### src/rtl/dot_acc_pkg.sv
// Shared types and widths for the dot-product accumulator controller.
package dot_acc_pkg;

    localparam int OP_W   = 12;
    localparam int PROD_W = 24;

    typedef enum logic [1:0] {
        ACC   = 2'd0,
        FLUSH = 2'd1,
        OUT   = 2'd2
    } state_t;

endpackage

### src/rtl/dot_acc_ctrl_if.sv
// Operand-input and result-output handshakes of dot_acc_ctrl, grouped into one bundle.
interface dot_acc_ctrl_if
    import dot_acc_pkg::*;
#(
    parameter int ACC_W = 32,
    parameter int CNT_W = 8
);

    logic              in_valid;
    logic              in_ready;
    logic [OP_W-1:0]   in_a;
    logic [OP_W-1:0]   in_b;
    logic              in_last;
    logic              out_valid;
    logic              out_ready;
    logic [ACC_W-1:0]  out_sum;
    logic [CNT_W-1:0]  out_count;
    logic              out_ovf;

    modport master (
        output in_valid, in_a, in_b, in_last, out_ready,
        input  in_ready, out_valid, out_sum, out_count, out_ovf
    );

    modport slave (
        input  in_valid, in_a, in_b, in_last, out_ready,
        output in_ready, out_valid, out_sum, out_count, out_ovf
    );

endinterface

### src/rtl/dot_acc_ctrl.sv
// Streams operand pairs through an external 12x12 multiplier and accumulates
// the products into one dot-product result per in_last-terminated burst.
module dot_acc_ctrl
    import dot_acc_pkg::*;
#(
    parameter int ACC_W = 32,
    parameter int CNT_W = 8
) (
    input  logic              clk,
    input  logic              rst,
    dot_acc_ctrl_if.slave     bus,
    output logic [OP_W-1:0]   mul_x,
    output logic [OP_W-1:0]   mul_y,
    input  logic [PROD_W-1:0] mul_p
);

    localparam logic [CNT_W-1:0] CNT_ONE = {{(CNT_W-1){1'b0}}, 1'b1};
    localparam logic [CNT_W-1:0] CNT_MAX = {CNT_W{1'b1}};

    state_t            state_q;
    logic              in_ready_q;
    logic              out_valid_q;
    logic              p_vld_q;
    logic [ACC_W-1:0]  acc_q;
    logic [ACC_W-1:0]  acc_d;
    logic [CNT_W-1:0]  cnt_q;
    logic [CNT_W-1:0]  cnt_d;
    logic              ovf_q;
    logic              ovf_d;

    logic              fire_s;
    logic              handoff_s;
    logic [ACC_W:0]    prod_ext_s;
    logic [ACC_W:0]    sum_s;

    assign fire_s    = bus.in_valid & in_ready_q;
    assign handoff_s = out_valid_q & bus.out_ready;

    // Multiplier operands are gated so the multiplier sees zeros on idle cycles.
    always_comb begin
        mul_x = {OP_W{1'b0}};
        mul_y = {OP_W{1'b0}};
        if (fire_s) begin
            mul_x = bus.in_a;
            mul_y = bus.in_b;
        end else begin
            mul_x = {OP_W{1'b0}};
            mul_y = {OP_W{1'b0}};
        end
    end

    // Next accumulator, count and overflow; mul_p belongs to the pair fired last cycle.
    always_comb begin
        prod_ext_s                = {(ACC_W+1){1'b0}};
        prod_ext_s[PROD_W-1:0]    = mul_p;
        sum_s                     = {1'b0, acc_q} + prod_ext_s;
        acc_d                     = acc_q;
        cnt_d                     = cnt_q;
        ovf_d                     = ovf_q;
        if (handoff_s) begin
            acc_d = {ACC_W{1'b0}};
            cnt_d = {CNT_W{1'b0}};
            ovf_d = 1'b0;
        end else if (p_vld_q) begin
            acc_d = sum_s[ACC_W-1:0];
            ovf_d = ovf_q | sum_s[ACC_W];
            if (cnt_q != CNT_MAX) begin
                cnt_d = cnt_q + CNT_ONE;
            end else begin
                cnt_d = cnt_q;
            end
        end else begin
            acc_d = acc_q;
            cnt_d = cnt_q;
            ovf_d = ovf_q;
        end
    end

    // Control FSM with registered handshake outputs; reset wins over fire/handoff.
    always_ff @(posedge clk) begin
        if (rst) begin
            state_q     <= ACC;
            in_ready_q  <= 1'b1;
            out_valid_q <= 1'b0;
            p_vld_q     <= 1'b0;
            acc_q       <= {ACC_W{1'b0}};
            cnt_q       <= {CNT_W{1'b0}};
            ovf_q       <= 1'b0;
        end else begin
            p_vld_q <= fire_s;
            acc_q   <= acc_d;
            cnt_q   <= cnt_d;
            ovf_q   <= ovf_d;
            case (state_q)
                ACC: begin
                    if (fire_s && bus.in_last) begin
                        state_q    <= FLUSH;
                        in_ready_q <= 1'b0;
                    end else begin
                        state_q    <= ACC;
                        in_ready_q <= 1'b1;
                    end
                    out_valid_q <= 1'b0;
                end
                FLUSH: begin
                    state_q     <= OUT;
                    in_ready_q  <= 1'b0;
                    out_valid_q <= 1'b1;
                end
                OUT: begin
                    if (handoff_s) begin
                        state_q     <= ACC;
                        in_ready_q  <= 1'b1;
                        out_valid_q <= 1'b0;
                    end else begin
                        state_q     <= OUT;
                        in_ready_q  <= 1'b0;
                        out_valid_q <= 1'b1;
                    end
                end
                default: begin
                    state_q     <= ACC;
                    in_ready_q  <= 1'b1;
                    out_valid_q <= 1'b0;
                end
            endcase
        end
    end

    assign bus.in_ready  = in_ready_q;
    assign bus.out_valid = out_valid_q;
    assign bus.out_sum   = acc_q;
    assign bus.out_count = cnt_q;
    assign bus.out_ovf   = ovf_q;

endmodule

### src/flat_wrapper.sv
// flat-port wrapper written by rule: the top's interface ports become plain ports
module dot_acc_ctrl_flat import dot_acc_pkg::*;
#(
    parameter int ACC_W = 32,
    parameter int CNT_W = 8
)
  (clk, rst, mul_x, mul_y, mul_p, bus_in_valid, bus_in_a, bus_in_b, bus_in_last, bus_out_ready, bus_in_ready, bus_out_valid, bus_out_sum, bus_out_count, bus_out_ovf);
  dot_acc_ctrl_if #(.ACC_W(ACC_W), .CNT_W(CNT_W)) bus_i ();
  input  logic clk;
  input  logic rst;
  output logic [OP_W-1:0] mul_x;
  output logic [OP_W-1:0] mul_y;
  input  logic [PROD_W-1:0] mul_p;
  input wire logic [$bits(bus_i.in_valid)-1:0] bus_in_valid;
  input wire logic [$bits(bus_i.in_a)-1:0] bus_in_a;
  input wire logic [$bits(bus_i.in_b)-1:0] bus_in_b;
  input wire logic [$bits(bus_i.in_last)-1:0] bus_in_last;
  input wire logic [$bits(bus_i.out_ready)-1:0] bus_out_ready;
  output wire logic [$bits(bus_i.in_ready)-1:0] bus_in_ready;
  output wire logic [$bits(bus_i.out_valid)-1:0] bus_out_valid;
  output wire logic [$bits(bus_i.out_sum)-1:0] bus_out_sum;
  output wire logic [$bits(bus_i.out_count)-1:0] bus_out_count;
  output wire logic [$bits(bus_i.out_ovf)-1:0] bus_out_ovf;
  assign bus_i.in_valid = bus_in_valid;
  assign bus_i.in_a = bus_in_a;
  assign bus_i.in_b = bus_in_b;
  assign bus_i.in_last = bus_in_last;
  assign bus_i.out_ready = bus_out_ready;
  assign bus_in_ready = bus_i.in_ready;
  assign bus_out_valid = bus_i.out_valid;
  assign bus_out_sum = bus_i.out_sum;
  assign bus_out_count = bus_i.out_count;
  assign bus_out_ovf = bus_i.out_ovf;
  dot_acc_ctrl #(.ACC_W(ACC_W), .CNT_W(CNT_W)) u_core (.clk(clk), .rst(rst), .bus(bus_i), .mul_x(mul_x), .mul_y(mul_y), .mul_p(mul_p));
endmodule
### config.mk
export PLATFORM = sky130hd
export DESIGN_NAME = dot_acc_ctrl_flat
export DESIGN_NICKNAME = d
export VERILOG_FILES = /design/src/rtl/dot_acc_pkg.sv /design/src/rtl/dot_acc_ctrl_if.sv /design/src/rtl/dot_acc_ctrl.sv /design/src/flat_wrapper.sv
export SDC_FILE = /design/constraint.sdc
export NUM_CORES = 1
export LEC_CHECK = 0
export CAP_MARGIN = 0
export CORE_UTILIZATION = 46
export CTS_CLUSTER_DIAMETER = 80
export CTS_CLUSTER_SIZE = 12
export DETAILED_ROUTE_END_ITERATION = 10
export PLACE_DENSITY = 0.94
export SLEW_MARGIN = 20
export SYNTH_ARGS = -nofsm -noshare
export SYNTH_HDL_FRONTEND = slang
export SYNTH_SLANG_ARGS = --single-unit
### constraint.sdc
create_clock -name clk -period 4.7 [get_ports clk]
set_clock_uncertainty 0.15 [all_clocks]
set_input_delay 0.94 -clock clk [delete_from_list [all_inputs] [get_ports clk]]
set_output_delay 0.94 -clock clk [all_outputs]
set_load 0.1 [all_outputs]
==> metrics.csv, run 1 <==
metric,value,unit
clock_tree.buffer_depth,2,
post_synthesis_async_set_or_reset_flop_share,0,
fin_cells,591,
synth_top_area_frac,0.289,
grt_overflow,0,
synth_largest_area_cell,dfxtp_1,
cts.repair_timing.setup_buffer_count,0,
buffer_ports.inserted,119,
clk_root_buffer_cell,clkbuf_8,
syn-cell-area,3190,sq um
power-per-cell-area,287,nW/um^2
worstPathArrival,2.39,ns
max_slew.worst_pin.slew,1.01,ns
synth_top_family_by_area,simple AND/OR/NAND/NOR gates,
place_congestion,0.917,
final_antenna_net_count,0,
synth_edf_count,0,
outcome,"finished, final reports clean",
max-vdd-ir-drop,170,uV
final_nets,596,
vias_per_cell,5.79,
post_synth_mux_area_share,0.0408,
area_growth_syn_to_layout,39.3,%
timing_worst_setup_path_type,primary input to primary output,
vias,3419,
detailedRoute.firstPassIterationCount,5,
biggest_fanout_along_the_worst_timing_path,26,
xor_and_xnor_fraction_of_the_mapped_netlist_area,0.0577,
unrepaired_setup_endpoints_after_global_routing,false,
post_synth_and_or_nand_nor_area_fraction,0.232,
tritoncts.num_buffers,5,
leakagePower,1.91,nW
cts.sink_count,46,
ys_ff_latch,46,
chipWidth,85.3,um
synthesized_area_fraction_occupied_by_ao_oa_aoi_and_oai_cells,0.224,
die_h,85.3,um
fin_hold_viols,0,
share_of_layout_cells_above_drive_strength_1,0.0739,
startpoint_type,primary input,
final.setup.tns,0,ns
drc,0,
via_count_of_the_first_global_routing_pass,3312,
yosys.cell_count.top_type,nand2_1,
ctsHoldBuffers,0,
die-area,7270,sq um
synth_fp_nets,488,
insertion_delay,0.31,ns
num_ports,120,
grt_start_max_net_pins,28,
initial_utilization,0.488,
synth_ff_type,dfxtp_1,
cts_tree,yes,
post_synth.cell_area_avg,7.87,sq um
ys.warnings.count,0,
multi_input_area,2150,sq um
placed_instances,583,
area_share_of_fa_ha_maj_cells_after_synthesis,0.120,
regArea,921,sq um
timing.critical_path.to_type,primary output,
htreeDepth,2,
first_pass_grt_wire_length,15.1,mm
synth_top_cells_by_count,"49 x nand2_1, 46 x dfxtp_1, 37 x a21oi_1",
drt-initial-drc-count,246,
layout_worst_path_cycle_share,0.741,
synth_sequential_area_ratio,0.289,
number_of_antenna_violations_at_the_first_check_in_global_routing,0,
cpPeakStageDelay,0.87,ns
cts_repair_resize_count,0,
antennaDiodeCount,0,
netlist_top_cells_area,"dfxtp_1 29%, ha_1 11%, a21oi_1 5.8%, nand2_1 5.8%, and3_1 5.7%",
setup_viol,0,
crit_slowest_cell,clkdlybuf4s50_1,
critPathRequiredTime,3.61,ns
synth.lib_cells_used.distinct,48,
slew-limit-headroom,0.327,
synthCells,405,
critical_path.cell_chain,"clkdlybuf4s50_1, and3_1, buf_4",
route.final.wire_length,9.16,mm
grt.total_usage,0.253,
max_cap_viol,0,
fmax,287,MHz
dp.final_hpwl,7.04,mm
num_rows,29,
finalMaxSlewViolations,0,
placeableCoreArea,6530,sq um
clk_pin_slew_worst_paths,0.09,ns
fillers,543,
finalCriticalPeriod,3.48,ns
route.detailed.wl_per_inst,15.5,um
worst_hold_path_type,register to register,
critical path, delay by kind of cell:
kind / cells / cell delay (ns)
buf+inv: 2 / 1.17
simple gates: 1 / 0.27
cells by family (layout without fill, tap and decap cells):
logic type      Yosys count  count (layout)
xor+xnor                 21              21
simple gates            154             154
buf+inv                  28             137
mux                      13              13
fa+ha+maj                30              30
compound gates          113             113
flops                    46              46
power breakdown:
part	leakage (nW)	switching, W	internal (W)
Sequential	0.375	0.0000239	0.000410
Clock	0.0482	0.000137	0.000119
Combinational	1.49	0.000402	0.000184
Total	1.91	0.000563	0.000713
area by class of cell:
type | instances | share of cell area
Clock buffer | 7 | 0.0194
Clock inverter | 1 | 0.00113
Inverter | 7 | 0.00592
Multi-Input combinational cell | 331 | 0.485
Sequential cell | 46 | 0.207
Tap cell | 77 | 0.0217
Timing Repair Buffer | 122 | 0.260
path summary, 6_finish.rpt:
path	start	end	slack, ns	depth (start not counted)
max reg2reg	u_core.p_vld_q$_SDFF_PP0_	u_core.bus.out_count[7]$_SDFFE_PP0P_	1.91	7
min	u_core.bus.out_ovf$_SDFFE_PP0P_	u_core.bus.out_ovf$_SDFFE_PP0P_	0.31	2
min reg2reg	u_core.bus.out_ovf$_SDFFE_PP0P_	u_core.bus.out_ovf$_SDFFE_PP0P_	0.31	2
max	bus_in_valid	mul_y[7]	1.22	3
layer usage:
| metal | routed length, um | GRT usage | share of wire |
|---|---|---|---|
| met5 | 0 | 0 | 0 |
| met4 | 129 | 0.0727 | 0.014 |
| met3 | 503 | 0.0409 | 0.055 |
| met2 | 4560 | 0.457 | 0.50 |
| met1 | 3970 | 0.310 | 0.43 |
registers in the layout (all words and copies together), names as in the netlist:
register / count
u_core.bus.out_count: 8
u_core.bus.out_valid: 1
u_core.state_q: 2
u_core.p_vld_q: 1
u_core.bus.out_sum: 32
u_core.bus.out_ovf: 1
u_core.bus.in_ready: 1
metrics by stage:
step	hold slack, ns	power [W]	util	setup slack [ns]	instance area [sq um]
after global placement	0.293	0.00101	0.666	1.11	4350
after floorplan	0.412	0.000874	-	1.52	3190
after detailed placement	0.296	0.00102	0.666	1.01	4350
after CTS	0.317	0.00128	0.680	1.23	4440
final	0.314	0.00128	0.680	1.22	4440
after global routing	0.331	0.00133	0.680	1.07	4440
placed cells by master, fill, tap and decap left out, types with 5 or more instances in the layout:
| master | count |
|---|---|
| nand4_1 | 10 |
| dfxtp_1 | 46 |
| xnor2_1 | 12 |
| mux2i_1 | 13 |
| a21oi_1 | 37 |
| nand3_1 | 7 |
| a21o_1 | 5 |
| buf_4 | 27 |
| clkbuf_8 | 6 |
| nor3_1 | 8 |
| and3_1 | 29 |
| o21ai_0 | 21 |
| xor2_1 | 9 |
| clkdlybuf4s50_1 | 95 |
| nand2b_1 | 5 |
| ha_1 | 29 |
| inv_1 | 7 |
| nand2_1 | 49 |
| a211oi_1 | 10 |
| nor2_1 | 36 |
| o21a_1 | 5 |
No activity file was read; power rests on OpenSTA's default activity.
==> inputs of run 2 (changes only) <==
- CORE_UTILIZATION: 46 -> 45
- PLACE_DENSITY: 0.94 -> 0.92
- clock period: 4.7 -> 3.4 ns (I/O delays scaled with it)
==> metrics.csv, run 2 (synthesized netlist as in run 1, its figures left out) <==
metric,value,unit,change
outcome,"finished, final reports clean",,unchanged
slew-limit-headroom,0.555,,was 0.327
worst_hold_endpoint,u_core.bus.out_sum[19]$_SDFFE_PP0P_,,was u_core.bus.out_ovf$_SDFFE_PP0P_
placeableCoreArea,6830,sq um,was 6530 sq um
antennaDiodeCount,0,,unchanged
timing_worst_setup_path_type,primary input to register,,was primary input to primary output
drt-initial-drc-count,265,,was 246
fillers,561,,was 543
fin_hold_viols,0,,unchanged
share_of_layout_cells_above_drive_strength_1,0.162,,was 0.0739
hold-path-cell-count,2,,unchanged
timing.critical_path.to_type,register,,was primary output
worst_hold_path_type,register to register,,unchanged
mostFrequentLayoutCells,"52 x clkdlybuf4s50_1, 49 x nand2_1, 49 x buf_4, 46 x dfxtp_1, 37 x a21oi_1",,"was 95 x clkdlybuf4s50_1, 49 x nand2_1, 46 x dfxtp_1, 37 x a21oi_1, 36 x nor2_1"
regToRegStartpoint,u_core.bus.out_sum[0]$_SDFFE_PP0P_,,was u_core.p_vld_q$_SDFF_PP0_
reg2reg_setup_slack,0.73,ns,was 1.91 ns
cts_tree,yes,,unchanged
final_antenna_net_count,0,,unchanged
tritoncts.num_buffers,5,,unchanged
final_cell_area,4680,sq um,was 4440 sq um
biggest_fanout_along_the_worst_timing_path,8,,was 26
die_h,86.2,um,was 85.3 um
final_common_cell,clkdlybuf4s50_1,,unchanged
dp.final_hpwl,7.39,mm,was 7.04 mm
grt_start_max_net_pins,30,,was 28
number_of_antenna_violations_at_the_first_check_in_global_routing,0,,unchanged
route.final.wire_length,9.58,mm,was 9.16 mm
max_slew.worst_pin.slew,0.667,ns,was 1.01 ns
place_congestion,0.908,,was 0.917
via_count_of_the_first_global_routing_pass,3365,,"was 3,312"
route.detailed.wl_per_inst,15.6,um,was 15.5 um
cts_repair_resize_count,0,,unchanged
finalMaxSlewViolations,0,,unchanged
regToRegEndpoint,u_core.bus.out_sum[26]$_SDFFE_PP0P_,,was u_core.bus.out_count[7]$_SDFFE_PP0P_
max-vdd-ir-drop,306,uV,was 170 uV
unrepaired_setup_endpoints_after_global_routing,false,,unchanged
first_pass_grt_wire_length,15.4,mm,was 15.1 mm
grt.total_usage,0.259,,was 0.253
cts.sink_count,46,,unchanged
detailedRoute.firstPassIterationCount,7,,was 5
final.setup.tns,0,ns,unchanged
num_ports,120,,unchanged
initial_utilization,0.467,,was 0.488
largest_register_ffs,32,,unchanged
num_rows,30,,was 29
worstHoldStart,u_core.bus.out_sum[19]$_SDFFE_PP0P_,,was u_core.bus.out_ovf$_SDFFE_PP0P_
startpoint_type,primary input,,unchanged
buffer_ports.inserted,119,,unchanged
cts.repair_timing.setup_buffer_count,0,,unchanged
die-area,7430,sq um,was 7270 sq um
clk_pin_slew_worst_paths,0.09,ns,about the same
clock_tree.buffer_depth,2,,unchanged
critPathRequiredTime,3.48,ns,was 3.61 ns
drc,0,,unchanged
max_cap_viol,0,,unchanged
clk_root_buffer_cell,clkbuf_8,,unchanged
htreeDepth,2,,unchanged
insertion_delay,0.31,ns,about the same
r2r.worst_path.cells,9,,was 7
dpl_cell_area,4590,sq um,was 4350 sq um
final_nets,599,,was 596
grt_overflow,0,,unchanged
layout_worst_path_cycle_share,0.918,,
worstPathArrival,3.20,ns,was 2.39 ns
vias_per_cell,5.75,,was 5.79
chipWidth,86.2,um,was 85.3 um
vias,3525,,"was 3,419"
fmax,320,MHz,
setup_viol,0,,unchanged
multi_input_area,2150,sq um,unchanged
leakagePower,2.09,nW,was 1.91 nW
area_growth_syn_to_layout,46.8,%,was 39.3%
finalCriticalPeriod,3.12,ns,
regArea,921,sq um,unchanged
power-per-cell-area,389,nW/um^2,was 287 nW/um^2
ctsHoldBuffers,0,,unchanged
==> run 2: cell type report <==
type | instances | area share
Multi-Input combinational cell | 331 | 0.460
Timing Repair Buffer | 125 | 0.292
Sequential cell | 46 | 0.197
Tap cell | 96 | 0.0257
Clock buffer | 7 | 0.0184
Inverter | 7 | 0.00561
Clock inverter | 1 | 0.00107
==> run 2: layer usage <==
metal	GRT usage	wire length, um	vias up
li1	-	-	1686
met1	0.312	3760	1621
met2	0.455	4820	176
met3	0.0457	669	42
met4	0.109	333	0
met5	0	0	-
==> run 2: critical path: stages <==
cell             delay, ns
clkdlybuf4s50_1       0.45
ha_1                  0.29
a21o_1                0.13
nand4_1               0.19
a2111o_1              0.52
a21oi_1               0.20
o22ai_2               0.15
or3_1                 0.40
a21oi_1               0.17
==> run 2: how the worst max path moves through the flow <==
stage	startpoint	endpoint	slack (ns)	depth (start not counted)
6_report	mul_p[1]	u_core.bus.out_sum[31]$_SDFFE_PP0P_	0.28	9
5_1_grt	mul_p[12]	u_core.bus.out_sum[31]$_SDFFE_PP0P_	0.14	9
4_1_cts	mul_p[1]	u_core.bus.out_sum[31]$_SDFFE_PP0P_	0.28	9
3_5_place_dp	mul_p[1]	u_core.bus.out_sum[31]$_SDFFE_PP0P_	0.02	9
3_3_place_gp	mul_p[0]	u_core.bus.out_sum[24]$_SDFFE_PP0P_	0.12	10
2_1_floorplan	u_core.bus.out_sum[9]$_SDFFE_PP0P_	u_core.bus.out_sum[24]$_SDFFE_PP0P_	0.46	9
==> run 2: power breakdown <==
part / internal [W] / total [W] / leakage (nW) / switching, W
Sequential: 0.000567 / 0.000597 / 0.375 / 0.0000301
Clock: 0.000164 / 0.000358 / 0.0482 / 0.000193
Combinational: 0.000293 / 0.000868 / 1.66 / 0.000575
==> run 2: per-stage QoR <==
step           instances  hold slack, ns  total power (W)  setup WS (ns)  utilization
6_report             613           0.341          0.00182          0.278        0.685
5_1_grt              613           0.361          0.00190          0.141        0.685
4_1_cts              613           0.345          0.00181          0.280        0.685
3_5_place_dp         605           0.331          0.00147         0.0191        0.672
3_3_place_gp         605           0.295          0.00145          0.121        0.672
2_1_floorplan        405           0.412          0.00121          0.455            -
